## config.mk

```make
export PLATFORM = sky130hd
export DESIGN_NAME = fetch_unit
export DESIGN_NICKNAME = d
export VERILOG_FILES = /design/src/rtl/core_pkg.sv /design/src/rtl/fetch_fifo.sv /design/src/rtl/fetch_unit.sv
export SDC_FILE = /design/constraint.sdc
export NUM_CORES = 1
export LEC_CHECK = 0
export CAP_MARGIN = 10
export CORE_AREA = 2 2 182 184
export CTS_CLUSTER_SIZE = 40
export DETAILED_ROUTE_END_ITERATION = 16
export DIE_AREA = 0 0 184 186
export PLACE_DENSITY = 0.68
export SLEW_MARGIN = 25
export SYNTH_ARGS = -nofsm -noshare
export SYNTH_HDL_FRONTEND = slang
export SYNTH_SLANG_ARGS = --single-unit
export TNS_END_PERCENT = 100
```

## constraint.sdc

```tcl
create_clock -name clk -period 6.6 [get_ports clk]
set_input_delay 1.32 -clock clk [delete_from_list [all_inputs] [get_ports clk]]
set_output_delay 1.32 -clock clk [all_outputs]
set_load 0.01 [all_outputs]
```

## src/rtl/core_pkg.sv

```systemverilog
// rtl/core_pkg.sv - shared core constants and the fetch entry type
package core_pkg;

   localparam int               XLEN         = 32;
   localparam logic [1:0]       RESP_OKAY    = 2'b00;
   localparam logic [XLEN-1:0]  NOP_INSTR    = 32'h0000_0013;
   localparam logic [2:0]       ARPROT_INSTR = 3'b100;

   typedef struct packed {
      logic [XLEN-1:0] pc;
      logic [XLEN-1:0] instr;
      logic            fault;
   } fetch_entry_t;

   function automatic logic [XLEN-1:0] word_align(input logic [XLEN-1:0] addr);
      return addr & 32'hFFFF_FFFC;
   endfunction

endpackage

```

## src/rtl/fetch_fifo.sv

```systemverilog
// rtl/fetch_fifo.sv - prefetch FIFO with push/pop/flush and occupancy count
module fetch_fifo
   import core_pkg::*;
#(
   parameter int DEPTH = 4
) (
   input  logic                    clk,
   input  logic                    rst,
   input  logic                    push_i,
   input  fetch_entry_t            push_data_i,
   input  logic                    pop_i,
   input  logic                    flush_i,
   output fetch_entry_t            head_o,
   output logic                    empty_o,
   output logic [$clog2(DEPTH):0]  count_o
);

   localparam int AW = $clog2(DEPTH);
   localparam int CW = AW + 1;

   fetch_entry_t  mem_q [DEPTH];
   logic [AW-1:0] wr_ptr_q;
   logic [AW-1:0] rd_ptr_q;
   logic [CW-1:0] count_q;

   // Entry storage is not reset; the top gates its outputs with empty_o.
   always_ff @(posedge clk) begin
      if (!rst) begin
         wr_ptr_q <= '0;
         rd_ptr_q <= '0;
         count_q  <= '0;
      end else if (flush_i) begin
         wr_ptr_q <= '0;
         rd_ptr_q <= '0;
         count_q  <= '0;
      end else begin
         if (push_i) begin
            mem_q[wr_ptr_q] <= push_data_i;
            wr_ptr_q        <= wr_ptr_q + 1'b1;
         end
         if (pop_i) begin
            rd_ptr_q <= rd_ptr_q + 1'b1;
         end
         count_q <= count_q + CW'(push_i) - CW'(pop_i);
      end
   end

   assign head_o  = mem_q[rd_ptr_q];
   assign empty_o = (count_q == '0);
   assign count_o = count_q;

endmodule

```

## src/rtl/fetch_unit.sv

```systemverilog
// rtl/fetch_unit.sv - instruction fetch stage; bus-fault capture enabled by FETCH_FAULT_EN
module fetch_unit
   import core_pkg::*;
#(
   parameter logic [XLEN-1:0] RESET_PC   = 32'h0000_0000,
   parameter int              FIFO_DEPTH = 4
) (
   input  logic             clk,
   input  logic             rst,
   input  logic             redirect_valid,
   input  logic [XLEN-1:0]  redirect_pc,
   output logic [XLEN-1:0]  m_araddr,
   output logic [2:0]       m_arprot,
   output logic             m_arvalid,
   input  logic             m_arready,
   input  logic [XLEN-1:0]  m_rdata,
   input  logic [1:0]       m_rresp,
   input  logic             m_rvalid,
   output logic             m_rready,
   output logic             if_valid,
   input  logic             if_ready,
   output logic [XLEN-1:0]  if_instruction,
   output logic [XLEN-1:0]  if_pc,
   output logic             if_fault
);

   localparam int CW = $clog2(FIFO_DEPTH) + 1;

   logic [XLEN-1:0] fetch_pc_q, fetch_pc_d;
   logic [XLEN-1:0] resp_pc_q, resp_pc_d;
   logic [XLEN-1:0] araddr_q, araddr_d;
   logic [CW-1:0]   outstanding_q, outstanding_d;
   logic [CW-1:0]   drop_q, drop_d;
   logic            arvalid_q, arvalid_d;
   logic            halt_q, halt_d;
   logic            rready_q;

   logic [CW-1:0]   fifo_count, count_next;
   logic [CW:0]     credit_used;
   logic [XLEN-1:0] base_pc, target_pc;
   logic            ar_hs, r_hs, ar_pending, push, pop, raise_ar;
   logic            fifo_empty, rsp_fault;
   fetch_entry_t    push_entry, head;

`ifdef FETCH_FAULT_EN
   assign rsp_fault = (m_rresp != RESP_OKAY);
`else
   logic unused_rresp;
   assign rsp_fault    = 1'b0;
   assign unused_rresp = ^(m_rresp ^ RESP_OKAY);
`endif

   assign target_pc  = word_align(redirect_pc);
   assign push_entry = '{pc: resp_pc_q, instr: (rsp_fault ? NOP_INSTR : m_rdata), fault: rsp_fault};

   always_comb begin
      ar_hs      = arvalid_q & m_arready;
      ar_pending = arvalid_q & ~m_arready;
      // Responses with nothing outstanding belong to a pre-reset transaction.
      r_hs       = m_rvalid & rready_q & (outstanding_q != '0);
      pop        = ~fifo_empty & if_ready & ~redirect_valid;
      push       = r_hs & (drop_q == '0) & ~redirect_valid;

      outstanding_d = outstanding_q + CW'(ar_hs) - CW'(r_hs);
      count_next    = redirect_valid ? '0 : (fifo_count + CW'(push) - CW'(pop));

      if (redirect_valid) begin
         drop_d = outstanding_d + CW'(ar_pending);
      end else if (r_hs && (drop_q != '0)) begin
         drop_d = drop_q - CW'(1);
      end else begin
         drop_d = drop_q;
      end

      halt_d      = redirect_valid ? 1'b0 : (halt_q | (push & rsp_fault));
      base_pc     = redirect_valid ? target_pc : fetch_pc_q;
      credit_used = {1'b0, outstanding_d} + {1'b0, count_next};
      // A new request is only raised once its response has a reserved FIFO slot.
      raise_ar    = ~ar_pending & ~halt_d & (credit_used < (CW+1)'(FIFO_DEPTH));

      arvalid_d  = ar_pending | raise_ar;
      araddr_d   = raise_ar ? base_pc : araddr_q;
      fetch_pc_d = raise_ar ? (base_pc + 32'd4) : base_pc;

      if (redirect_valid) begin
         resp_pc_d = target_pc;
      end else if (push) begin
         resp_pc_d = resp_pc_q + 32'd4;
      end else begin
         resp_pc_d = resp_pc_q;
      end
   end

   always_ff @(posedge clk) begin
      if (!rst) begin
         fetch_pc_q    <= RESET_PC;
         resp_pc_q     <= RESET_PC;
         araddr_q      <= RESET_PC;
         arvalid_q     <= 1'b0;
         outstanding_q <= '0;
         drop_q        <= '0;
         halt_q        <= 1'b0;
         rready_q      <= 1'b0;
      end else begin
         fetch_pc_q    <= fetch_pc_d;
         resp_pc_q     <= resp_pc_d;
         araddr_q      <= araddr_d;
         arvalid_q     <= arvalid_d;
         outstanding_q <= outstanding_d;
         drop_q        <= drop_d;
         halt_q        <= halt_d;
         rready_q      <= 1'b1;
      end
   end

   fetch_fifo #(.DEPTH(FIFO_DEPTH)) u_fifo (
      .clk         (clk),
      .rst         (rst),
      .push_i      (push),
      .push_data_i (push_entry),
      .pop_i       (pop),
      .flush_i     (redirect_valid),
      .head_o      (head),
      .empty_o     (fifo_empty),
      .count_o     (fifo_count)
   );

   assign m_araddr       = araddr_q;
   assign m_arvalid      = arvalid_q;
   assign m_arprot       = ARPROT_INSTR;
   assign m_rready       = rready_q;
   assign if_valid       = ~fifo_empty;
   assign if_instruction = fifo_empty ? '0 : head.instr;
   assign if_pc          = fifo_empty ? '0 : head.pc;
   assign if_fault       = ~fifo_empty & head.fault;

endmodule
```

==> impl_metrics.py, run 1 <==
metrics = {
    "hold_path": {
        "hp-start": "halt_q",
        "hold_depth": 1,
        "hold_path.class": "reg2reg",
        "hold_path_end": "halt_q",
    },
    "synth": {
        "avgSynthCellArea_sq_um": 14.4,
        "async_flop_share_pct": 0,
        "synth_common_cells": "edfxtp_1 (248), dfxtp_1 (112), and2_1 (73)",
        "syn_area_sq_um": 15000,
        "synth_top_area_share_pct": 49.5,
        "yosysSeqAreaShare_pct": 64.4,
        "synth_area_leader_cell": "edfxtp_1",
        "synth.top_cells.by_area": "edfxtp_1 (50%), dfxtp_1 (15%), mux4_2 (9.3%)",
        "yosysWarnings": 0,
        "yosys_most_used_dff": "edfxtp_1",
        "synth_edf_count": 248,
        "syn_inst": 1047,
        "synth-seq-cells": 360,
        "synth.most_common_cell": "edfxtp_1",
        "ys_types": 60,
    },
    "sta": {
        "finalMaxSlewViolations": 0,
        "clock.fmax_ghz": 0.191,
        "grt_setup_unrepaired": "false",
        "worst_pin_slew_ns": 0.946,
        "finalSetupTns_ns": 0,
        "setup_slack_ns": 1.37,
        "fin_crit_sh_pct": 79.2,
        "holdWs_ns": 0.467,
        "fin_crit_ns": 5.23,
        "hold_viol": 0,
        "setup_violations": 0,
        "finClkSkew_ns": 0.0171,
        "slew_headroom_pct": 36.9,
    },
    "placed_design": {
        "gp_congestion": 0.782,
        "place_ws_ns": 0.817,
        "port_buffers": 164,
        "hpwl_mm": 18.4,
    },
    "route": {
        "drt-vias-per-instance": 5.42,
        "met3WireLength_mm": 1.71,
        "wl_per_cell_microns": 18.5,
        "vias": 8886,
        "dr.first_iter.drc_count": 476,
        "wl_met1_mm": 14.4,
        "routed-wl-met2_mm": 13.8,
        "drt.antenna.violating_nets": 0,
        "dr.pass1.iters": 5,
        "drc": 0,
        "top_layer": "met4",
        "routed_wl_mm": 30.4,
    },
    "floorplan": {
        "dieArea_sq_um": 34200,
        "io_pins": 175,
        "row_count": 66,
        "start_util_pct": 46.7,
        "die-width_microns": 184,
        "die_h_microns": 186,
        "core-area_sq_um": 32200,
    },
    "power": {
        "power.leakage_uw": 0.00623,
        "ir_worst_vdd_mv": 0.240,
        "p_per_area_nw_per_um2": 313,
    },
    "global_route": {
        "grt_max_degree": 77,
        "grt_pass1_wl_mm": 47.7,
        "antenna_found_initial": 1,
        "grt.total_usage_pct": 17.9,
        "overflow": 0,
        "grt_pass1_vias": 8825,
    },
    "clock_tree": {
        "hold_buffers": 0,
        "ctsResizeCount": 0,
        "htree_num_levels": 2,
        "cts_max_path_buffers": 3,
        "cts_sinks": 360,
        "clock_latency_ns": 0.52,
        "cts_tree": "done",
        "cts_inserted_buffers": 38,
        "clk_pin_slew_worst_paths_ns": 0.06,
        "postCtsSetupBuffers": 0,
        "clockRootBuffer": "clkbuf_16",
    },
    "setup_path": {
        "arrival_ns": 5.66,
        "required_ns": 7.03,
        "critPathTopFamily": "simple AND/OR/NAND/NOR gates",
        "path_cells": "clkdlybuf4s50_1, o311ai_1, inv_1, ha_1, inv_1, ha_1, inv_1, fa_1, xnor2_1, xnor2_1, ha_1, nor3_1, o211a_2, nand4_2, or3_1, a21oi_1",
        "cp_slowest_stage_delay_ns": 0.50,
        "r2r_setup_slack_ns": 1.74,
        "path_buf_inv": 4,
        "worstSetupPathType": "in2reg",
        "r2r_cells": 15,
        "slowest_stage": "or3_1",
        "r2r_start": "outstanding_q[1]",
        "crit_fanout": 17,
        "cp-end-kind": "register",
        "r2r-end": "fetch_pc_q[19]",
        "crit_path_start_kind": "input pin",
    },
    "final_layout": {
        "nNetsFinal": 1292,
        "drive_above_1_share_pct": 12.7,
        "syn2layout_area_growth_pct": 21.5,
        "fill_cells": 2607,
    },
    "status": {
        "status": "completed",
    },
    "job": {
        "drv_cap": 0,
    },
}
==> worst reg2reg max path, stage by stage (launching register included) <==
cell	delay [ns]
dfxtp_1	0.35
o311ai_1	0.73
inv_1	0.19
ha_1	0.33
inv_1	0.06
ha_1	0.13
inv_1	0.05
fa_1	0.37
xnor2_1	0.15
xnor2_1	0.30
ha_1	0.29
nor3_1	0.36
o211a_2	0.40
nand4_2	0.42
or3_1	0.50
a21oi_1	0.15
==> placed cells by master, fill, tap and decap left out, types with 30 or more instances in the layout <==
| cell type | n |
|---|---|
| mux4_2 | 62 |
| and2_1 | 73 |
| clkbuf_16 | 41 |
| edfxtp_1 | 248 |
| a211oi_1 | 33 |
| clkdlybuf4s50_1 | 163 |
| mux2i_1 | 30 |
| nand2_1 | 35 |
| dfxtp_1 | 110 |
| o21ai_0 | 34 |
| a21oi_1 | 37 |
| nor2_1 | 71 |
| xor2_1 | 34 |
==> logic make-up (layout without fill, tap and decap cells) <==
group                      Yosys count  in the layout  share of synthesized area [%]
AOI/OAI and AO/OA                  139            139                           5.97
xor gates and xnor gates            49             49                           2.85
adders and majority gates           18             18                           1.60
buffers and inverters               86            266                           2.69
DFF                                360            360                           64.4
muxes                               95             95                           11.5
other                                2              7                         0.0499
and+or+nand+nor                    298            298                           10.9
==> metrics by stage <==
stage / std cells / instance area (sq um) / total power (uW) / util, %
final: 1640 / 18300 / 5720 / 56.7
after global routing: 1639 / 18300 / 5990 / 56.7
after CTS: 1638 / 18200 / 5780 / 56.7
after detailed placement: 1569 / 17000 / 3650 / 52.8
after global placement: 1569 / 17000 / 3620 / 52.8
after floorplan: 1051 / 15100 / 3290 / -
==> final cells by class <==
cell class | instances | area, sq um | share of cell area, %
flip-flops and latches | 360 | 9690 | 53.1
multi-input cells | 605 | 4980 | 27.2
repair buffers | 179 | 1760 | 9.64
clock buffers | 52 | 1070 | 5.84
well taps | 408 | 510 | 2.79
clock inverters | 17 | 190 | 1.04
inverters | 18 | 67.6 | 0.370
diodes | 1 | 2.50 | 0.0137
==> worst max path at each step <==
stage / cells past startpoint / to / start / slack, ns
2_1_floorplan: 20 / fetch_pc_q[27] / redirect_valid / 1.41
3_3_place_gp: 17 / fetch_pc_q[13] / m_rvalid / 0.87
3_5_place_dp: 17 / fetch_pc_q[13] / m_rvalid / 0.82
4_1_cts: 17 / fetch_pc_q[13] / m_rvalid / 1.36
5_1_grt: 17 / fetch_pc_q[13] / m_rvalid / 1.03
6_report: 16 / fetch_pc_q[19] / m_rvalid / 1.37
==> power breakdown <==
part           leakage (uW)  total [uW]  switching [uW]  internal (uW)
sequential          0.00317        2650            92.0           2550
combinational       0.00244         956             541            415
clock              0.000611        2120             829           1290
==> sequential cells by signal, indices dropped and copies added, names as in the netlist, named ones only <==
register / cells
u_fifo.mem_q: 248
fetch_pc_q: 32
m_araddr: 32
resp_pc_q: 30
drop_q: 3
outstanding_q: 3
u_fifo.count_o: 3
u_fifo.rd_ptr_q: 2
u_fifo.wr_ptr_q: 2
halt_q: 1
m_arvalid: 1
m_rready: 1
==> layer usage <==
metal | vias to the layer above | global-route usage [%]
li1 | 4270 | -
met1 | 4343 | 25.4
met2 | 232 | 28.2
met3 | 41 | 3.82
met4 | 0 | 4.38
met5 | - | 0
No activity file was read; power rests on OpenSTA's default activity.
==> run 2: changes to the inputs <==
Clock period 6.6 ns to 5.39 ns, I/O delays scaled along.
==> impl_metrics.py, run 2 (synthesis gave the netlist of run 1 again) <==
metrics = {
    "final_layout": {
        "nNetsFinal": 1299,
        "syn2layout_area_growth_pct": 21.2,
        "layout_common_cells": "edfxtp_1 (248), clkdlybuf4s50_1 (163), dfxtp_1 (110), and2_1 (73), nor2_1 (71)",
        "mostFrequentLayoutCell": "edfxtp_1",
        "drive_above_1_share_pct": 12.4,
        "largest_register_ffs": 248,
        "regMostFlops": "u_fifo.mem_q",
        "diodes": 0,
    },
    "sta": {
        "setup_slack_ns": 0.879,
        "grt_setup_unrepaired": "false",
        "fin_crit_sh_pct": 83.7,
        "finalMaxSlewViolations": 0,
        "worst_pin_slew_ns": 0.950,
        "slew_headroom_pct": 36.3,
        "clock.fmax_ghz": 0.222,
        "setup_violations": 0,
        "finClkSkew_ns": 0.0123,
        "finalSetupTns_ns": 0,
        "fin_crit_ns": 4.51,
        "hold_viol": 0,
    },
    "clock_tree": {
        "cts_inserted_buffers": 38,
        "cts_sinks": 360,
        "postCtsSetupBuffers": 0,
        "clockRootBuffer": "clkbuf_16",
        "cts_max_path_buffers": 3,
        "htree_num_levels": 2,
        "clk_pin_slew_worst_paths_ns": 0.06,
        "cts_tree": "done",
        "hold_buffers": 0,
        "clock_latency_ns": 0.51,
        "ctsResizeCount": 0,
    },
    "global_route": {
        "grt_pass1_vias": 8883,
        "antenna_found_initial": 1,
        "grt_pass1_wl_mm": 48.9,
        "grt.total_usage_pct": 18.3,
        "grt_max_degree": 66,
        "overflow": 0,
    },
    "setup_path": {
        "required_ns": 5.75,
        "crit_fanout": 13,
        "crit_path_start_kind": "input pin",
        "arrival_ns": 4.88,
        "cp-end-kind": "register",
        "worstSetupPathType": "in2reg",
    },
    "power": {
        "power.switching_uw": 1790,
        "pwr-share-clk_pct": 35.1,
        "ir_worst_vdd_mv": 0.265,
        "pwr-share-seq_pct": 47.3,
        "p_per_area_nw_per_um2": 375,
        "switching_share_pct": 26.1,
        "p_int_uw": 5050,
        "combPwrFrac_pct": 17.6,
        "power.leakage_uw": 0.00621,
    },
    "placed_design": {
        "gp_congestion": 0.791,
        "place_ws_ns": 0.333,
        "hpwl_mm": 19.4,
        "port_buffers": 164,
    },
    "route": {
        "dr.pass1.iters": 5,
        "wl_per_cell_microns": 18.8,
        "vias": 9011,
        "dr.first_iter.drc_count": 591,
        "drc": 0,
        "routed_wl_mm": 30.9,
        "drt.antenna.violating_nets": 0,
        "drt-vias-per-instance": 5.48,
    },
    "job": {
        "drv_cap": 0,
    },
    "floorplan": {
        "die-width_microns": 184,
        "start_util_pct": 46.7,
        "dieArea_sq_um": 34200,
        "row_count": 66,
        "io_pins": 175,
        "core-area_sq_um": 32200,
        "die_h_microns": 186,
    },
    "status": {
        "status": "completed",
    },
    "hold_path": {
        "hold_path.class": "reg2reg",
    },
}
[run 2: changes by cell type in the layout (fill, tap and decap cells not counted), moves of 2 or more]
cell / previous run / this run
bufinv_16: 4 / 1
clkbuf_16: 41 / 39
buf_12: 1 / 4
clkinv_2: 7 / 3
clkinv_1: 3 / 11
buf_4: 14 / 18
clkinvlp_4: 2 / 0
[run 2: power by group through the flow]
stage | Clock (uW) | Sequential (uW) | Combinational, uW
after global placement | 0 | 3290 | 1180
after global routing | 2570 | 3260 | 1350
after floorplan | 0 | 3310 | 725
final | 2400 | 3240 | 1200
after detailed placement | 0 | 3290 | 1210
after CTS | 2450 | 3240 | 1220
[run 2: layer usage]
metal,vias to the layer above,share of wire [%],track usage [%]
met3,45,6.3,3.56
met2,279,46,29.1
met1,4399,46,26.0
met5,-,0.042,0
li1,4286,-,-
met4,2,1.8,4.51
[run 2: area by class of cell]
class	count	area, sq um
fillers	2622	14000
well taps	408	510
multi-input cells	605	4980
flip-flops and latches	360	9690
inverters	18	67.6
clock buffers	52	1040
repair buffers	186	1850
clock inverters	16	95.1
[run 2: path summary, 6_finish.rpt]
check,startpoint,endpoint,slack [ns],cells past startpoint
setup reg to reg,outstanding_q[1],fetch_pc_q[17],1.25,16
setup / recovery,m_rvalid,fetch_pc_q[17],0.88,17
hold reg to reg,halt_q,halt_q,0.47,1
hold / removal,halt_q,halt_q,0.47,1
[run 2: worst max-delay path, stage by stage]
cell and delay, ns:
clkdlybuf4s50_1 0.40, o311ai_1 0.11, inv_1 0.14, ha_1 0.30, inv_1 0.05, ha_1 0.12, inv_1 0.05, fa_1 0.37
xnor2_1 0.14, xnor2_1 0.28, ha_1 0.29, nor3_1 0.27, o211a_2 0.33, nand4_2 0.36, buf_4 0.30, nor3_1 0.19
nor3_1 0.07
[run 2: through the flow]
stage	cell area, sq um	hold slack (ns)	total power, uW	util, %	std cells
after floorplan	15100	0.430	4030	-	1051
after global placement	17100	0.455	4470	53.1	1577
after detailed placement	17100	0.449	4500	53.1	1577
after CTS	18200	0.468	6900	56.6	1645
after global routing	18200	0.483	7180	56.6	1645
final	18200	0.465	6840	56.6	1645
==> run 3: changes to the inputs <==
Clock period 5.39 ns to 4.6 ns, I/O delays scaled along.
==> impl_metrics.py, run 3 (synthesis gave the netlist of run 1 again) <==
metrics = {
    "status": {
        "status": "completed",
    },
    "route": {
        "wl_per_cell_microns": 19.0,
        "drt-vias-per-instance": 5.46,
        "routed_wl_mm": 31.4,
        "drc": 0,
        "dr.pass1.iters": 5,
        "dr.first_iter.drc_count": 566,
        "drt.antenna.violating_nets": 0,
        "vias": 9043,
    },
    "clock_tree": {
        "htree_num_levels": 2,
        "cts_sinks": 360,
        "cts_inserted_buffers": 37,
        "cts_max_path_buffers": 3,
        "clockRootBuffer": "clkbuf_16",
        "cts_tree": "done",
        "clk_pin_slew_worst_paths_ns": 0.06,
        "clock_latency_ns": 0.53,
        "hold_buffers": 0,
        "ctsResizeCount": 0,
        "postCtsSetupBuffers": 0,
    },
    "power": {
        "power.switching_uw": 2170,
        "ir_worst_vdd_mv": 0.570,
        "p_int_uw": 6210,
        "switching_share_pct": 25.9,
        "pwr-share-clk_pct": 37.1,
        "combPwrFrac_pct": 17.7,
        "pwr-share-seq_pct": 45.2,
        "p_per_area_nw_per_um2": 453,
        "power.leakage_uw": 0.00634,
    },
    "global_route": {
        "grt_max_degree": 77,
        "antenna_found_initial": 1,
        "overflow": 0,
        "grt_pass1_wl_mm": 49.7,
        "grt.total_usage_pct": 18.7,
        "grt_pass1_vias": 9146,
    },
    "final_layout": {
        "largest_register_ffs": 248,
        "layout_common_cells": "edfxtp_1 (248), clkdlybuf4s50_1 (163), dfxtp_1 (110), and2_1 (73), nor2_1 (71)",
        "drive_above_1_share_pct": 14.4,
        "syn2layout_area_growth_pct": 22.9,
        "mostFrequentLayoutCell": "edfxtp_1",
        "nNetsFinal": 1308,
        "regMostFlops": "u_fifo.mem_q",
    },
    "sta": {
        "grt_setup_unrepaired": "false",
        "fin_crit_sh_pct": 85.7,
        "finalMaxSlewViolations": 0,
        "clock.fmax_ghz": 0.254,
        "worst_pin_slew_ns": 0.887,
        "finClkSkew_ns": 0.0153,
        "hold_viol": 0,
        "finalSetupTns_ns": 0,
        "setup_violations": 0,
        "setup_slack_ns": 0.660,
        "slew_headroom_pct": 40.8,
        "fin_crit_ns": 3.94,
    },
    "job": {
        "drv_cap": 0,
    },
    "setup_path": {
        "crit_fanout": 17,
        "required_ns": 5.06,
        "cp-end-kind": "register",
        "worstSetupPathType": "in2reg",
        "crit_path_start_kind": "input pin",
        "arrival_ns": 4.40,
    },
    "floorplan": {
        "row_count": 66,
        "dieArea_sq_um": 34200,
        "die_h_microns": 186,
        "core-area_sq_um": 32200,
        "start_util_pct": 46.7,
        "io_pins": 175,
        "die-width_microns": 184,
    },
    "placed_design": {
        "port_buffers": 164,
        "hpwl_mm": 19.9,
        "place_ws_ns": 0.0823,
        "gp_congestion": 0.782,
    },
    "hold_path": {
        "hold_path.class": "reg2reg",
    },
}
-- run 3: layer usage --
metal  GRT usage (%)  vias up  part of all wire (%)
met5               0        -                     0
met2            29.6      266                    45
met4            4.58        0                   1.8
met3            4.19       47                   6.8
li1                -     4303                     -
met1            26.4     4427                    46
-- run 3: area by class of cell --
type | count | area [sq um]
diodes | 1 | 2.50
repair buffers | 196 | 1950
flip-flops and latches | 360 | 9690
inverters | 18 | 67.6
multi-input cells | 605 | 4980
fillers | 2563 | 13700
clock buffers | 47 | 1050
well taps | 408 | 510
clock inverters | 21 | 233
-- run 3: worst max-delay path: stages --
cell	delay, ns
clkdlybuf4s50_1	0.41
o311ai_1	0.11
inv_1	0.10
ha_1	0.30
inv_1	0.05
ha_1	0.13
inv_1	0.05
fa_1	0.38
xnor2_1	0.15
xnor2_1	0.23
ha_1	0.28
nor3_2	0.20
o211a_2	0.28
nand4_2	0.12
buf_12	0.18
nor4_2	0.31
mux2i_1	0.22
-- run 3: path summary, 6_finish.rpt --
path | start | to | slack (ns) | depth (start not counted)
max reg2reg | u_fifo.count_o[1] | fetch_pc_q[29] | 0.73 | 16
max | m_rvalid | fetch_pc_q[29] | 0.66 | 17
min reg2reg | m_araddr[2] | m_araddr[2] | 0.46 | 2
min | m_araddr[2] | m_araddr[2] | 0.46 | 2
-- run 3: through the flow --
stage               hold slack (ns)  instance area, sq um  util [%]  std cells  total power, uW
floorplan                     0.430                 15100         -       1051             4730
global placement              0.449                 17200      53.4       1587             5310
detailed placement            0.450                 17200      53.4       1587             5340
CTS                           0.466                 18500      57.4       1655             8460
global route                  0.484                 18500      57.4       1655             8760
finish                        0.460                 18500      57.4       1656             8380
-- run 3: power groups by stage --
stage / clock, uW / combinational, uW / sequential, uW
final: 3110 / 1480 / 3790
after CTS: 3170 / 1490 / 3790
after detailed placement: 0 / 1480 / 3860
after global placement: 0 / 1450 / 3850
after floorplan: 0 / 855 / 3880
after global routing: 3300 / 1650 / 3820
